## src/rtl/yoda_pkg.sv

```systemverilog
// ---------------------------------------------------------------------------
// yoda_pkg
// Shared definitions for the filter datapath output stage.
//   - tx_seq_state_t : state encoding of result_tx_sequencer (3-bit)
//   - ADDR_W_DEF     : default memory address / length width
//   - DATA_W_DEF     : default memory word / UART byte width
//   - GAP_W          : width of the inter-byte gap counter
//   - CLKS_PER_BIT   : UART bit period in clk cycles (used by benches)
// ---------------------------------------------------------------------------
package yoda_pkg;

   localparam int ADDR_W_DEF   = 8;
   localparam int DATA_W_DEF   = 8;
   localparam int GAP_W        = 16;
   localparam int CLKS_PER_BIT = 87;

   typedef enum logic [2:0] {
      S_IDLE      = 3'd0,
      S_READ      = 3'd1,
      S_CAPTURE   = 3'd2,
      S_SEND      = 3'd3,
      S_WAIT_DONE = 3'd4,
      S_GAP       = 3'd5,
      S_FINISH    = 3'd6
   } tx_seq_state_t;

endpackage

```

## src/rtl/result_tx_sequencer.sv

```systemverilog
// ---------------------------------------------------------------------------
// result_tx_sequencer
// Reads `len` bytes from the result RAM starting at `base_addr` and hands
// them one at a time to UART_TX, then pulses `done` for one cycle.
//
// Ports:
//   clk        in   system clock
//   rst        in   asynchronous active-high reset
//   start      in   one-cycle transfer request (accepted only when idle)
//   base_addr  in   first RAM address to send
//   len        in   number of bytes to send (0 = immediate done)
//   mem_rd_en  out  RAM read strobe, data returns the next cycle
//   mem_addr   out  RAM read address
//   mem_rdata  in   RAM read data (1-cycle latency)
//   tx_dv      out  one-cycle data-valid pulse to UART_TX
//   tx_byte    out  byte for UART_TX, stable from tx_dv until tx_done
//   tx_done    in   UART_TX byte-complete pulse
//   busy       out  transfer in progress
//   done       out  one-cycle completion pulse
// ---------------------------------------------------------------------------
module result_tx_sequencer
   import yoda_pkg::*;
#(
   parameter int ADDR_W     = ADDR_W_DEF,
   parameter int DATA_W     = DATA_W_DEF,
   parameter int GAP_CYCLES = 0
) (
   input  logic              clk,
   input  logic              rst,
   input  logic              start,
   input  logic [ADDR_W-1:0] base_addr,
   input  logic [ADDR_W-1:0] len,
   output logic              mem_rd_en,
   output logic [ADDR_W-1:0] mem_addr,
   input  logic [DATA_W-1:0] mem_rdata,
   output logic              tx_dv,
   output logic [DATA_W-1:0] tx_byte,
   input  logic              tx_done,
   output logic              busy,
   output logic              done
);

   localparam logic [GAP_W-1:0]  GAP_LOAD = GAP_W'(GAP_CYCLES);
   localparam logic [ADDR_W-1:0] ONE      = ADDR_W'(1);

   tx_seq_state_t     state_q,     state_d;
   logic [ADDR_W-1:0] cur_addr_q,  cur_addr_d;
   logic [ADDR_W-1:0] remaining_q, remaining_d;
   logic [GAP_W-1:0]  gap_cnt_q,   gap_cnt_d;
   logic [DATA_W-1:0] tx_byte_q,   tx_byte_d;

   // ------------------------------------------------------------------
   // State and datapath registers
   // ------------------------------------------------------------------
   always_ff @(posedge clk or posedge rst) begin
      if (rst) begin
         state_q     <= S_IDLE;
         cur_addr_q  <= '0;
         remaining_q <= '0;
         gap_cnt_q   <= '0;
         tx_byte_q   <= '0;
      end else begin
         state_q     <= state_d;
         cur_addr_q  <= cur_addr_d;
         remaining_q <= remaining_d;
         gap_cnt_q   <= gap_cnt_d;
         tx_byte_q   <= tx_byte_d;
      end
   end

   // ------------------------------------------------------------------
   // Next-state and output decode. Strobes are decoded straight from the
   // state register so an asynchronous reset removes them at once.
   // ------------------------------------------------------------------
   always_comb begin
      state_d     = state_q;
      cur_addr_d  = cur_addr_q;
      remaining_d = remaining_q;
      gap_cnt_d   = gap_cnt_q;
      tx_byte_d   = tx_byte_q;
      mem_rd_en   = 1'b0;
      tx_dv       = 1'b0;
      done        = 1'b0;
      busy        = 1'b1;

      case (state_q)
         S_IDLE: begin
            busy = 1'b0;
            if (start) begin
               if (len != '0) begin
                  cur_addr_d  = base_addr;
                  remaining_d = len;
                  state_d     = S_READ;
               end else begin
                  // Empty transfer: report completion without touching
                  // memory or the UART.
                  state_d = S_FINISH;
               end
            end
         end

         S_READ: begin
            mem_rd_en = 1'b1;
            state_d   = S_CAPTURE;
         end

         S_CAPTURE: begin
            tx_byte_d = mem_rdata;
            state_d   = S_SEND;
         end

         S_SEND: begin
            tx_dv   = 1'b1;
            state_d = S_WAIT_DONE;
         end

         S_WAIT_DONE: begin
            if (tx_done) begin
               cur_addr_d  = cur_addr_q + ONE;   // wraps modulo 2^ADDR_W
               remaining_d = remaining_q - ONE;
               if (remaining_q == ONE) begin
                  state_d = S_FINISH;
               end else if (GAP_CYCLES == 0) begin
                  state_d = S_READ;
               end else begin
                  gap_cnt_d = GAP_LOAD;
                  state_d   = S_GAP;
               end
            end
         end

         S_GAP: begin
            // Loaded with GAP_CYCLES, so exactly GAP_CYCLES cycles are
            // spent here before the next read.
            gap_cnt_d = gap_cnt_q - GAP_W'(1);
            if (gap_cnt_q <= GAP_W'(1)) begin
               state_d = S_READ;
            end
         end

         S_FINISH: begin
            busy    = 1'b0;
            done    = 1'b1;
            state_d = S_IDLE;
         end

         default: begin
            busy    = 1'b0;
            state_d = S_IDLE;
         end
      endcase
   end

   assign mem_addr = cur_addr_q;
   assign tx_byte  = tx_byte_q;

endmodule

```

## config.mk

```make
export PLATFORM = sky130hd
export DESIGN_NAME = result_tx_sequencer
export DESIGN_NICKNAME = d
export VERILOG_FILES = /design/src/rtl/yoda_pkg.sv /design/src/rtl/result_tx_sequencer.sv
export SDC_FILE = /design/constraint.sdc
export NUM_CORES = 1
export LEC_CHECK = 0
export BUFFER_PORTS_ARGS = -buffer_cell sky130_fd_sc_hd__buf_2
export CAP_MARGIN = 15
export CORE_UTILIZATION = 45
export CTS_BUF_LIST = sky130_fd_sc_hd__clkbuf_4
export CTS_CLUSTER_DIAMETER = 80
export CTS_CLUSTER_SIZE = 16
export DETAILED_ROUTE_END_ITERATION = 10
export GPL_TIMING_DRIVEN = 0
export PLACE_DENSITY = 0.67
export SYNTH_ARGS = -nofsm -noshare
export SYNTH_HDL_FRONTEND = slang
export SYNTH_SLANG_ARGS = --single-unit
```

## constraint.sdc

```tcl
create_clock -name clk -period 2 [get_ports clk]
set_clock_uncertainty 0.2 [all_clocks]
set_input_delay 0 -clock clk [delete_from_list [all_inputs] [get_ports clk]]
set_output_delay 0 -clock clk [all_outputs]
set_load 0.05 [all_outputs]
```

* Word level (Yosys, flattened, before mapping)
Index checks and enable logic that the tools add are counted.
** Storage, ports and cells
- Logic and storage cells :: 44
- Memory bits (writable) :: 0
- Bits of input ports :: 28
- Register bits :: 43
- Latch bits :: 0
- Memories kept :: 0
- Memory bits (read-only) :: 0
** Cells by class
- Shift operators :: 0
- Mux-type cells :: 18
- Div/mod/pow operators :: 0
- Bitwise gates (word level) :: 0
- Reductions and logical operators :: 6
- $add $sub $neg :: 3
- Multiply operators :: 0
- Magnitude comparators :: 1
- Equal/unequal tests :: 11
** Operators by type and width (count)
- 2-to-1 mux 8 bit :: 6
- one-hot mux 8 bit (2 select lines) :: 2
- one-hot mux 3 bit (6 select lines) :: 1
- <= comparator 16 x 1 -> 1 bit (second input constant) :: 1
- subtractor 16 x 1 -> 16 bit (second input constant) :: 1
- 2-to-1 mux 3 bit :: 5
- == test 3 bit (second input constant) :: 3
- adder 8 x 1 -> 8 bit (second input constant) :: 1
- == test 8 x 1 -> 1 bit (second input constant) :: 1
- inequality test 2 bit (second input constant) :: 4
- nonzero test 8 bit :: 1
- subtractor 8 x 1 -> 8 bit (second input constant) :: 1
- == test 3 x 2 -> 1 bit (second input constant) :: 2
- OR reduction 5 bit :: 1
- 2-to-1 mux 1 bit :: 4
- AND reduction 4 bit :: 1
- == test 3 x 1 -> 1 bit (second input constant) :: 1
- zero test 3 bit :: 1
- AND reduction 3 bit :: 1
- nonzero test 2 bit :: 1

* Depth between registers and ports, before layout
Gate-level depths: netlist of run 1.
- Depth after elaboration :: 4
- Gate-level depth with buffers :: 6
- Mapped depth without buffers :: 6

* Least setup slack after synthesis of run 1
No wires, ideal clock.
- Kind :: flip-flop to flip-flop
- Start point :: reg state_q[0]
- End point :: reg state_q[1]
- Setup time :: 0.071 ns
- Buffers on the path :: 1
- Slack :: -0.361 ns
- Cell stages (with the launch flop) :: 4
- Arrival :: 2.090 ns
- Path through :: dfrtp_1 > buf_2 > nor3b_1 > o41a_1
** Between the ends
- Longest elaborated chain between the ends :: 3
- Elaborated cells on any way between the ends :: 11
** RTL lines
- start: declaration :: RTL line result_tx_sequencer.sv:46 : tx_seq_state_t state_q, state_d;
- start signal: assignment :: RTL line result_tx_sequencer.sv:63 : state_q <= state_d;
- == test 3 bit / zero test 3 bit (equally long branches) :: RTL line result_tx_sequencer.sv:86 : case (state_q)
- inequality test 2 bit (no line)
- AND reduction 3 bit (no line)
Several ways; a longest one is shown, not always the timed one.
A chain may end at the register's enable or synchronous reset.

* Worst setup path in the final report of run 1
- Start point :: in len[4]
- End point :: reg remaining_q[4]
** Between the ends
- Longest elaborated chain between the ends :: 3
- Elaborated cells on any way between the ends :: 6
** RTL lines
- start: declaration :: RTL line result_tx_sequencer.sv:32 : input logic [ADDR_W-1:0] len,
- nonzero test 8 bit / 2-to-1 mux 8 bit (equally long branches) :: RTL line result_tx_sequencer.sv:90 : if (len != '0) begin
- inequality test 2 bit (no line) / 2-to-1 mux 8 bit (equally long branches)
- AND reduction 4 bit (no line) / one-hot mux 8 bit (2 select lines) (equally long branches)
- end signal: assignment :: RTL line result_tx_sequencer.sv:65 : remaining_q <= remaining_d;
- end: declaration :: RTL line result_tx_sequencer.sv:48 : logic [ADDR_W-1:0] remaining_q, remaining_d;
Several ways; a longest one is shown, not always the timed one. The select of a mux whose other input is x is not followed.

==> results by group, run 1 <==
Status
  – Result of the run: completed

Power
  – Power per cell area: around 1600 nW/um^2
  – IR drop worst, VDD: roughly 1.2 mV
  – Leakage component of the power: approximately 0.0014 uW

Placed design
  – Final weighted congestion of routability-driven global placement: 0.857
  – Hpwl dp: between 3000 and 4000 microns
  – Post-place instance area: around 2800 sq um
  – Number of buffer cells added on primary ports: 47
  – Post-placement worst setup slack: -0.00304 ns
  – Total placed cells including tap cells: approximately 350

Layout
  – Final antenna diode count: 0
  – Final instance area: about 3200 sq um
  – Final instance count without filler cells: 395
  – Nets@finish: approximately 360
  – Growth of design area from synthesis to finish: 32.5%
  – Filler instances: 456
  – Fraction of final layout cells sized beyond drive strength 1: a little under a third

Floorplanning
  – Y dimension of the die: roughly 75 microns
  – Standard-cell rows: 26
  – Number of top-level pins: 48
  – Overall die area: 5640 sq um
  – Starting density of the core: roughly 47%
  – Area of the placeable core: 5140 sq um
  – Die outline width: around 75 microns

Min path
  – Class of the most critical hold timing path: in2reg
  – Min-Delay Startpoint: mem_rdata[0]
  – Hold-critical path endpoint: tx_byte[0]
  – Worst hold stages: 3

Critical path
  – Startpoint of the worst register-to-register path: state_q[2]
  – Required time at the worst-slack endpoint: between 2 and 2.5 ns
  – Arrival time reported for the critical path endpoint: 2.01 ns
  – Critical setup path kind: in2reg
  – Critical Path End Type: register
  – Depth of the most critical reg-to-reg path: 5
  – Flop-to-flop setup slack: 0.06 ns
  – End of the worst register-to-register path: state_q[2]
  – Critical-path maximum fanout: 10
  – Worst setup SP type: input pin

Synthesis
  – Netlist area before placement: ~2400 sq um
  – Top-area cell type share of the netlist area: around 45%
  – Cells after Synth: approximately 240
  – Synth Register Bits: 43
  – Cell with the most instances after synthesis: sky130_fd_sc_hd__dfrtp_1
  – Synth warnings: 0
  – Unique masters post-synth: 56
  – Most instantiated cells after synthesis: sky130_fd_sc_hd__dfrtp_1 (43), sky130_fd_sc_hd__nor2_1 (19), sky130_fd_sc_hd__nand2_1 (13)
  – Fraction of the yosys area taken by sequential cells: between 40% and 50%
  – Post-synthesis async set-or-reset flop share: 100%
  – Number of synthesized flops with an enable pin: 0
  – Post-synth top flop: sky130_fd_sc_hd__dfrtp_1
  – Dominant cells by area after synthesis: sky130_fd_sc_hd__dfrtp_1 (45%), sky130_fd_sc_hd__mux2_2 (3.7%), sky130_fd_sc_hd__xnor2_1 (3.6%)
  – Syn Nets: around 270
  – Cell type with the largest total area after synthesis: sky130_fd_sc_hd__dfrtp_1
  – Avg Inst Size Synth: approximately 10 sq um

Clock tree
  – Number of sinks on the clock net: 43
  – Number of levels the H-tree was split into: 2
  – Maximum buffer depth of the clock tree: 2
  – Inserted Clock Buffers: 5
  – CTS tree: built
  – Clock Pin Slew Worst Setup and Hold Paths: 0.13 ns
  – Clock insertion delay at the later pin of the skew report: 0.36 ns
  – Cell at the root of the clock tree: sky130_fd_sc_hd__clkbuf_4

Route
  – Final WL: ~5700 microns
  – Count of antenna-violating nets left after detailed routing: 0
  – Initial DRT Pass Iterations: 4
  – Number of remaining DRC errors: 0
  – Count of routing violations after the opening detailed-route iteration: 147
  – WL/cell: between 10 and 15 microns
  – Vias after detailed routing: 2116
  – Average vias per placed instance: approximately 5.4

Global route
  – Wire length of the first global-routing pass: a little over 9000 microns
  – Met2 Use GR: ~33%
  – GRT Overall Usage: ~22%
  – Remaining Overflow, GRT: 0
  – Global routing met1 resource utilization: slightly above 30%
  – Via count of the first global-routing pass: between 1500 and 2000
  – Most crowded layer after global routing: met2
  – Global Route met3 Usage: ~4.6%
  – Initial antenna violation count: 0
  – Pin count of the biggest net entering global routing: 33

STA
  – Final TNS setup: 0 ns
  – Highest clock rate: just over 0.5 GHz
  – Number of hold violations in the final report: 0
  – Period utilisation layout: a little over nine tenths
  – Min Tclk post-route: between 1.5 and 2 ns
  – Worst slack on hold paths: 0.193 ns
  – Worst max-slew margin expressed relative to the limit: 60.0%
  – Unrepaired setup endpoints after global routing: no
  – Final Slew Violations: 0
  – Worst Max-Slew Pin Slew: a little under 0.6 ns
  – Final count of negative-setup-slack endpoints: 0
  – Setup WS post-layout: 0.0412 ns

Job
  – Maximum capacitance violations: 0
[metal layers]
layer | share of wire, % | up-vias
met5 | 0 | -
met4 | 1.4 | 0
met3 | 4.5 | 9
met2 | 47 | 61
met1 | 48 | 999
li1 | - | 1047
[power breakdown]
part           internal [uW]  switching (uW)
logic                   1100            1740
registers               1290             419
clock network            263             298
total                   2650            2460
[how the worst max path moves through the flow]
stage / from / endpoint
after floorplan: state_q[0] / state_q[2]
after global placement: state_q[1] / remaining_q[5]
after detailed placement: state_q[1] / remaining_q[2]
after CTS: gap_cnt_q[6] / state_q[2]
after global routing: state_q[2] / remaining_q[6]
final: len[4] / remaining_q[4]
[metrics by stage]
stage	util [%]	total power [uW]
after floorplan	-	3760
after global placement	53.1	4320
after detailed placement	53.5	4370
after CTS	61.0	5040
after global routing	62.0	5470
final	62.0	5120
[cells by family (layout without fill, tap and decap cells)]
kind of cell	after synthesis	count (layout)	share of synthesized area, %
AOI/OAI and AO/OA	58	58	17.4
DFF	43	43	44.8
adders and majority gates	5	5	2.60
xor gates and xnor gates	15	15	5.47
and+or+nand+nor	82	82	20.7
muxes	10	10	4.79
buffers and inverters	22	112	4.32
[cell type report]
class                           count  area (sq um)  share of cell area [%]
Buffer                             10          60.1                    1.89
Clock buffer                        5          37.5                    1.18
Clock inverter                      3          43.8                    1.38
Inverter                           12          45.0                    1.41
Multi-Input combinational cell    170          1250                    39.3
Sequential cell                    43          1080                    33.8
Tap cell                           70          87.6                    2.75
Timing Repair Buffer               82           581                    18.2
[cell usage in the layout, fill, tap and decap left out, types with 3 or more instances in the layout]
cell type	netlist	layout
sky130_fd_sc_hd__nor3_1	5	5
sky130_fd_sc_hd__o22a_1	4	4
sky130_fd_sc_hd__and3_1	6	6
sky130_fd_sc_hd__o21ai_0	8	8
sky130_fd_sc_hd__o22ai_1	5	5
sky130_fd_sc_hd__buf_4	0	6
sky130_fd_sc_hd__a21oi_1	12	12
sky130_fd_sc_hd__clkbuf_4	0	5
sky130_fd_sc_hd__nand3_1	7	7
sky130_fd_sc_hd__mux2_2	8	8
sky130_fd_sc_hd__inv_1	12	11
sky130_fd_sc_hd__nand3b_1	4	4
sky130_fd_sc_hd__dfrtp_1	43	42
sky130_fd_sc_hd__a2bb2oi_1	3	3
sky130_fd_sc_hd__or4_4	3	3
sky130_fd_sc_hd__nor4_1	7	5
sky130_fd_sc_hd__xnor2_1	10	10
sky130_fd_sc_hd__nand2_1	13	13
sky130_fd_sc_hd__nor2_1	19	19
sky130_fd_sc_hd__a31oi_1	6	6
sky130_fd_sc_hd__buf_2	5	52
sky130_fd_sc_hd__ha_1	5	5
sky130_fd_sc_hd__dlygate4sd3_1	0	28
sky130_fd_sc_hd__xor2_1	5	5
[registers in the layout (all words and copies together), names as in the netlist]
| register | cells |
|---|---|
| gap_cnt_q | 16 |
| mem_addr | 8 |
| remaining_q | 8 |
| tx_byte | 8 |
| state_q | 3 |
[repair_timing]
action,in CTS,in global routing
hold buffers,28,0
endpoints found under the hold margin,69,0
setup buffers,3,3
endpoints found under the setup margin,8,25
gates resized for setup,2,5
pin swaps,2,1
[worst max-delay path, cell delays in order]
cell                            delay [ns]
sky130_fd_sc_hd__dlygate4sd3_1        0.55
sky130_fd_sc_hd__buf_2                0.13
sky130_fd_sc_hd__or4_4                0.56
sky130_fd_sc_hd__o211ai_2             0.27
sky130_fd_sc_hd__buf_6                0.19
sky130_fd_sc_hd__a21oi_1              0.09
sky130_fd_sc_hd__o22a_1               0.21
Note: power is estimated with default switching activity, not from simulation.
==> run 2: changes to the inputs <==
--- a/config.mk
+++ b/config.mk
@@ -6,7 +6,6 @@
 export NUM_CORES = 1
 export LEC_CHECK = 0
 export BUFFER_PORTS_ARGS = -buffer_cell sky130_fd_sc_hd__buf_2
-export CAP_MARGIN = 15
 export CORE_UTILIZATION = 45
 export CTS_BUF_LIST = sky130_fd_sc_hd__clkbuf_4
 export CTS_CLUSTER_DIAMETER = 80
==> constraint.sdc (replaced) <==
create_clock -name clk -period 2 [get_ports clk]
set_clock_uncertainty 0.2 [all_clocks]
set_input_delay 0 -clock clk [delete_from_list [all_inputs] [get_ports clk]]
set_output_delay 0 -clock clk [all_outputs]
set_load 0.1 [all_outputs]
==> results by group, run 2 (synthesized netlist as in run 1, its figures left out) <==
Status
  – Result of the run: completed (unchanged)

Critical path
  – Startpoint of the worst register-to-register path: gap_cnt_q[9] (was state_q[2])
  – Slowest cell on the critical path: sky130_fd_sc_hd__or4_4 (unchanged)
  – Critical Path End Type: register (unchanged)
  – Arrival time reported for the critical path endpoint: 2.04 ns (was 2.01 ns)
  – Required time at the worst-slack endpoint: 2.06 ns (was 2.05 ns)
  – Worst path depth: 5 (was 7)
  – Flop-to-flop setup slack: 0.02 ns (was 0.06 ns)
  – Cells along the critical path: or4_4 > nor4_4 > buf_4 > nand3b_1 > xnor2_1 (was dlygate4sd3_1 > buf_2 > or4_4 > o211ai_2 > buf_6 > a21oi_1 > o22a_1)
  – Critical path buffers and inverters: 1 (was 3)
  – Critical-path maximum fanout: 3 (was 10)
  – End of the worst register-to-register path: gap_cnt_q[14] (was state_q[2])
  – Category of cells accounting for the largest share of critical-path delay: simple AND/OR/NAND/NOR gates (was buffers and inverters)
  – Delay contributed by the slowest stage of the critical path: 0.57 ns (was 0.56 ns)
  – Depth of the most critical reg-to-reg path: 5 (unchanged)
  – Worst setup SP type: register (was input pin)
  – Critical setup path kind: reg2reg (was in2reg)

Layout
  – Final antenna diode count: 0 (unchanged)
  – Register containing the most flip-flops in the final layout: gap_cnt_q (unchanged)
  – Most common cell after layout, fill and taps aside: sky130_fd_sc_hd__buf_2 (unchanged)
  – Fraction of final layout cells sized beyond drive strength 1: 32.2% (was 30.5%)
  – Most frequent cells in the layout: sky130_fd_sc_hd__buf_2 (46), sky130_fd_sc_hd__dfrtp_1 (39), sky130_fd_sc_hd__dlygate4sd3_1 (28), sky130_fd_sc_hd__nor2_1 (18), sky130_fd_sc_hd__nand2_1 (13) (was sky130_fd_sc_hd__buf_2 (52), sky130_fd_sc_hd__dfrtp_1 (42), sky130_fd_sc_hd__dlygate4sd3_1 (28), sky130_fd_sc_hd__nor2_1 (19), sky130_fd_sc_hd__nand2_1 (13))
  – Filler instances: 443 (was 456)
  – Growth of design area from synthesis to finish: 34.9% (was 32.5%)
  – Largest register FFs: 16 (unchanged)
  – Nets@finish: 358 (was 357)

Route
  – WL/cell: 14.6 microns (about the same)
  – Final WL: 5780 microns (was 5750 microns)
  – Count of antenna-violating nets left after detailed routing: 0 (unchanged)
  – Number of remaining DRC errors: 0 (unchanged)
  – Average vias per placed instance: 5.39 (was 5.36)
  – Vias after detailed routing: 2134 (was 2116)
  – Count of routing violations after the opening detailed-route iteration: 133 (was 147)
  – Initial DRT Pass Iterations: 4 (unchanged)

STA
  – Worst max-slew margin expressed relative to the limit: 62.6% (was 60.0%)
  – Highest clock rate: 0.506 GHz (was 0.511 GHz)
  – Setup WS post-layout: 0.0223 ns (was 0.0412 ns)
  – Worst Max-Slew Pin Slew: 0.556 ns (was 0.595 ns)
  – Min Tclk post-route: 1.98 ns (was 1.96 ns)
  – Period utilisation layout: 98.9% (was 97.9%)
  – Final Slew Violations: 0 (unchanged)
  – Final TNS setup: 0 ns (unchanged)
  – Unrepaired setup endpoints after global routing: yes (was no)
  – Final count of negative-setup-slack endpoints: 0 (unchanged)
  – Number of hold violations in the final report: 0 (unchanged)

Global route
  – Pin count of the biggest net entering global routing: 28 (was 33)
  – Wire length of the first global-routing pass: 9670 microns (was 9140 microns)
  – GRT Overall Usage: 22.8% (was 21.6%)
  – Remaining Overflow, GRT: 0 (unchanged)
  – Initial antenna violation count: 0 (unchanged)
  – Via count of the first global-routing pass: 2084 (was 1969)

Clock tree
  – Number of sinks on the clock net: 43 (unchanged)
  – Cell at the root of the clock tree: sky130_fd_sc_hd__clkbuf_4 (unchanged)
  – Maximum buffer depth of the clock tree: 2 (unchanged)
  – CTS tree: built (unchanged)
  – Inserted Clock Buffers: 5 (unchanged)
  – Clock insertion delay at the later pin of the skew report: 0.37 ns (was 0.36 ns)
  – Clock Pin Slew Worst Setup and Hold Paths: 0.13 ns (about the same)
  – Number of levels the H-tree was split into: 2 (unchanged)

Floorplanning
  – Y dimension of the die: 75.1 microns (unchanged)
  – Overall die area: 5640 sq um (unchanged)
  – Die outline width: 75.1 microns (unchanged)
  – Number of top-level pins: 48 (unchanged)
  – Standard-cell rows: 26 (unchanged)
  – Starting density of the core: 46.8% (unchanged)
  – Area of the placeable core: 5140 sq um (unchanged)

Min path
  – Hold-critical path endpoint: tx_byte[4] (was tx_byte[0])
  – Min-Delay Startpoint: mem_rdata[4] (was mem_rdata[0])
  – Worst hold stages: 3 (unchanged)
  – Class of the most critical hold timing path: in2reg (unchanged)

Job
  – Maximum capacitance violations: 0 (unchanged)

Placed design
  – Final weighted congestion of routability-driven global placement: 0.874 (was 0.857)
  – Post-placement worst setup slack: 0.0105 ns (was -0.00304 ns)
  – Hpwl dp: 3870 microns (was 3820 microns)
  – Number of buffer cells added on primary ports: 47 (unchanged)
==> run 2: layout make-up <==
class / count / area, sq um / area share (%)
clock inverters: 2 / 60.1 / 1.85
inverters: 12 / 45.0 / 1.39
plain buffers: 10 / 65.1 / 2.01
multi-input cells: 170 / 1260 / 38.9
well taps: 70 / 87.6 / 2.70
flip-flops and latches: 43 / 1080 / 33.3
repair buffers: 83 / 598 / 18.4
clock buffers: 6 / 45.0 / 1.39
==> run 2: worst max path at each step <==
stage | slack, ns | endpoint | start
5_1_grt | -0.06 | gap_cnt_q[14] | gap_cnt_q[9]
3_5_place_dp | 0.01 | remaining_q[5] | state_q[1]
3_3_place_gp | -0.03 | remaining_q[5] | state_q[1]
2_1_floorplan | -0.006 | state_q[1] | state_q[0]
6_report | 0.02 | gap_cnt_q[14] | gap_cnt_q[9]
4_1_cts | 0.003 | tx_dv | state_q[1]
==> run 2: repair_timing <==
| item | in CTS | in global routing |
|---|---|---|
| cloned | 0 | 0 |
| endpoints found under the setup margin | 6 | 28 |
| gates resized for setup | 2 | 13 |
| buffers inserted | 2 | 5 |
| hold buffers | 28 | 0 |
| pin swaps | 1 | 5 |
| endpoints found under the hold margin | 69 | 0 |
==> run 2: routing by layer <==
metal | track usage, % | part of all wire, %
met5 | 0 | 0
met4 | 9.01 | 1.2
met3 | 4.55 | 4.8
met2 | 35.2 | 47
met1 | 31.5 | 46
==> run 2: tightest hold or removal path: stages <==
cell	delay, ns
sky130_fd_sc_hd__dlygate4sd3_1	0.52
sky130_fd_sc_hd__buf_2	0.09
sky130_fd_sc_hd__mux2_2	0.12
==> run 2: per-stage QoR <==
step,util [%],hold WS (ns),std cells,area (sq um)
floorplan,-,-0.0483,235,2420
global placement,53.5,0.0321,352,2750
detailed placement,53.8,-0.193,353,2770
CTS,61.7,0.176,391,3170
global route,63.1,0.172,396,3240
finish,63.1,0.197,396,3240
Power of run 2 is left out: the tool's default activity adds up to more than one toggle a clock period on the data nets, which glitch-free logic cannot reach.
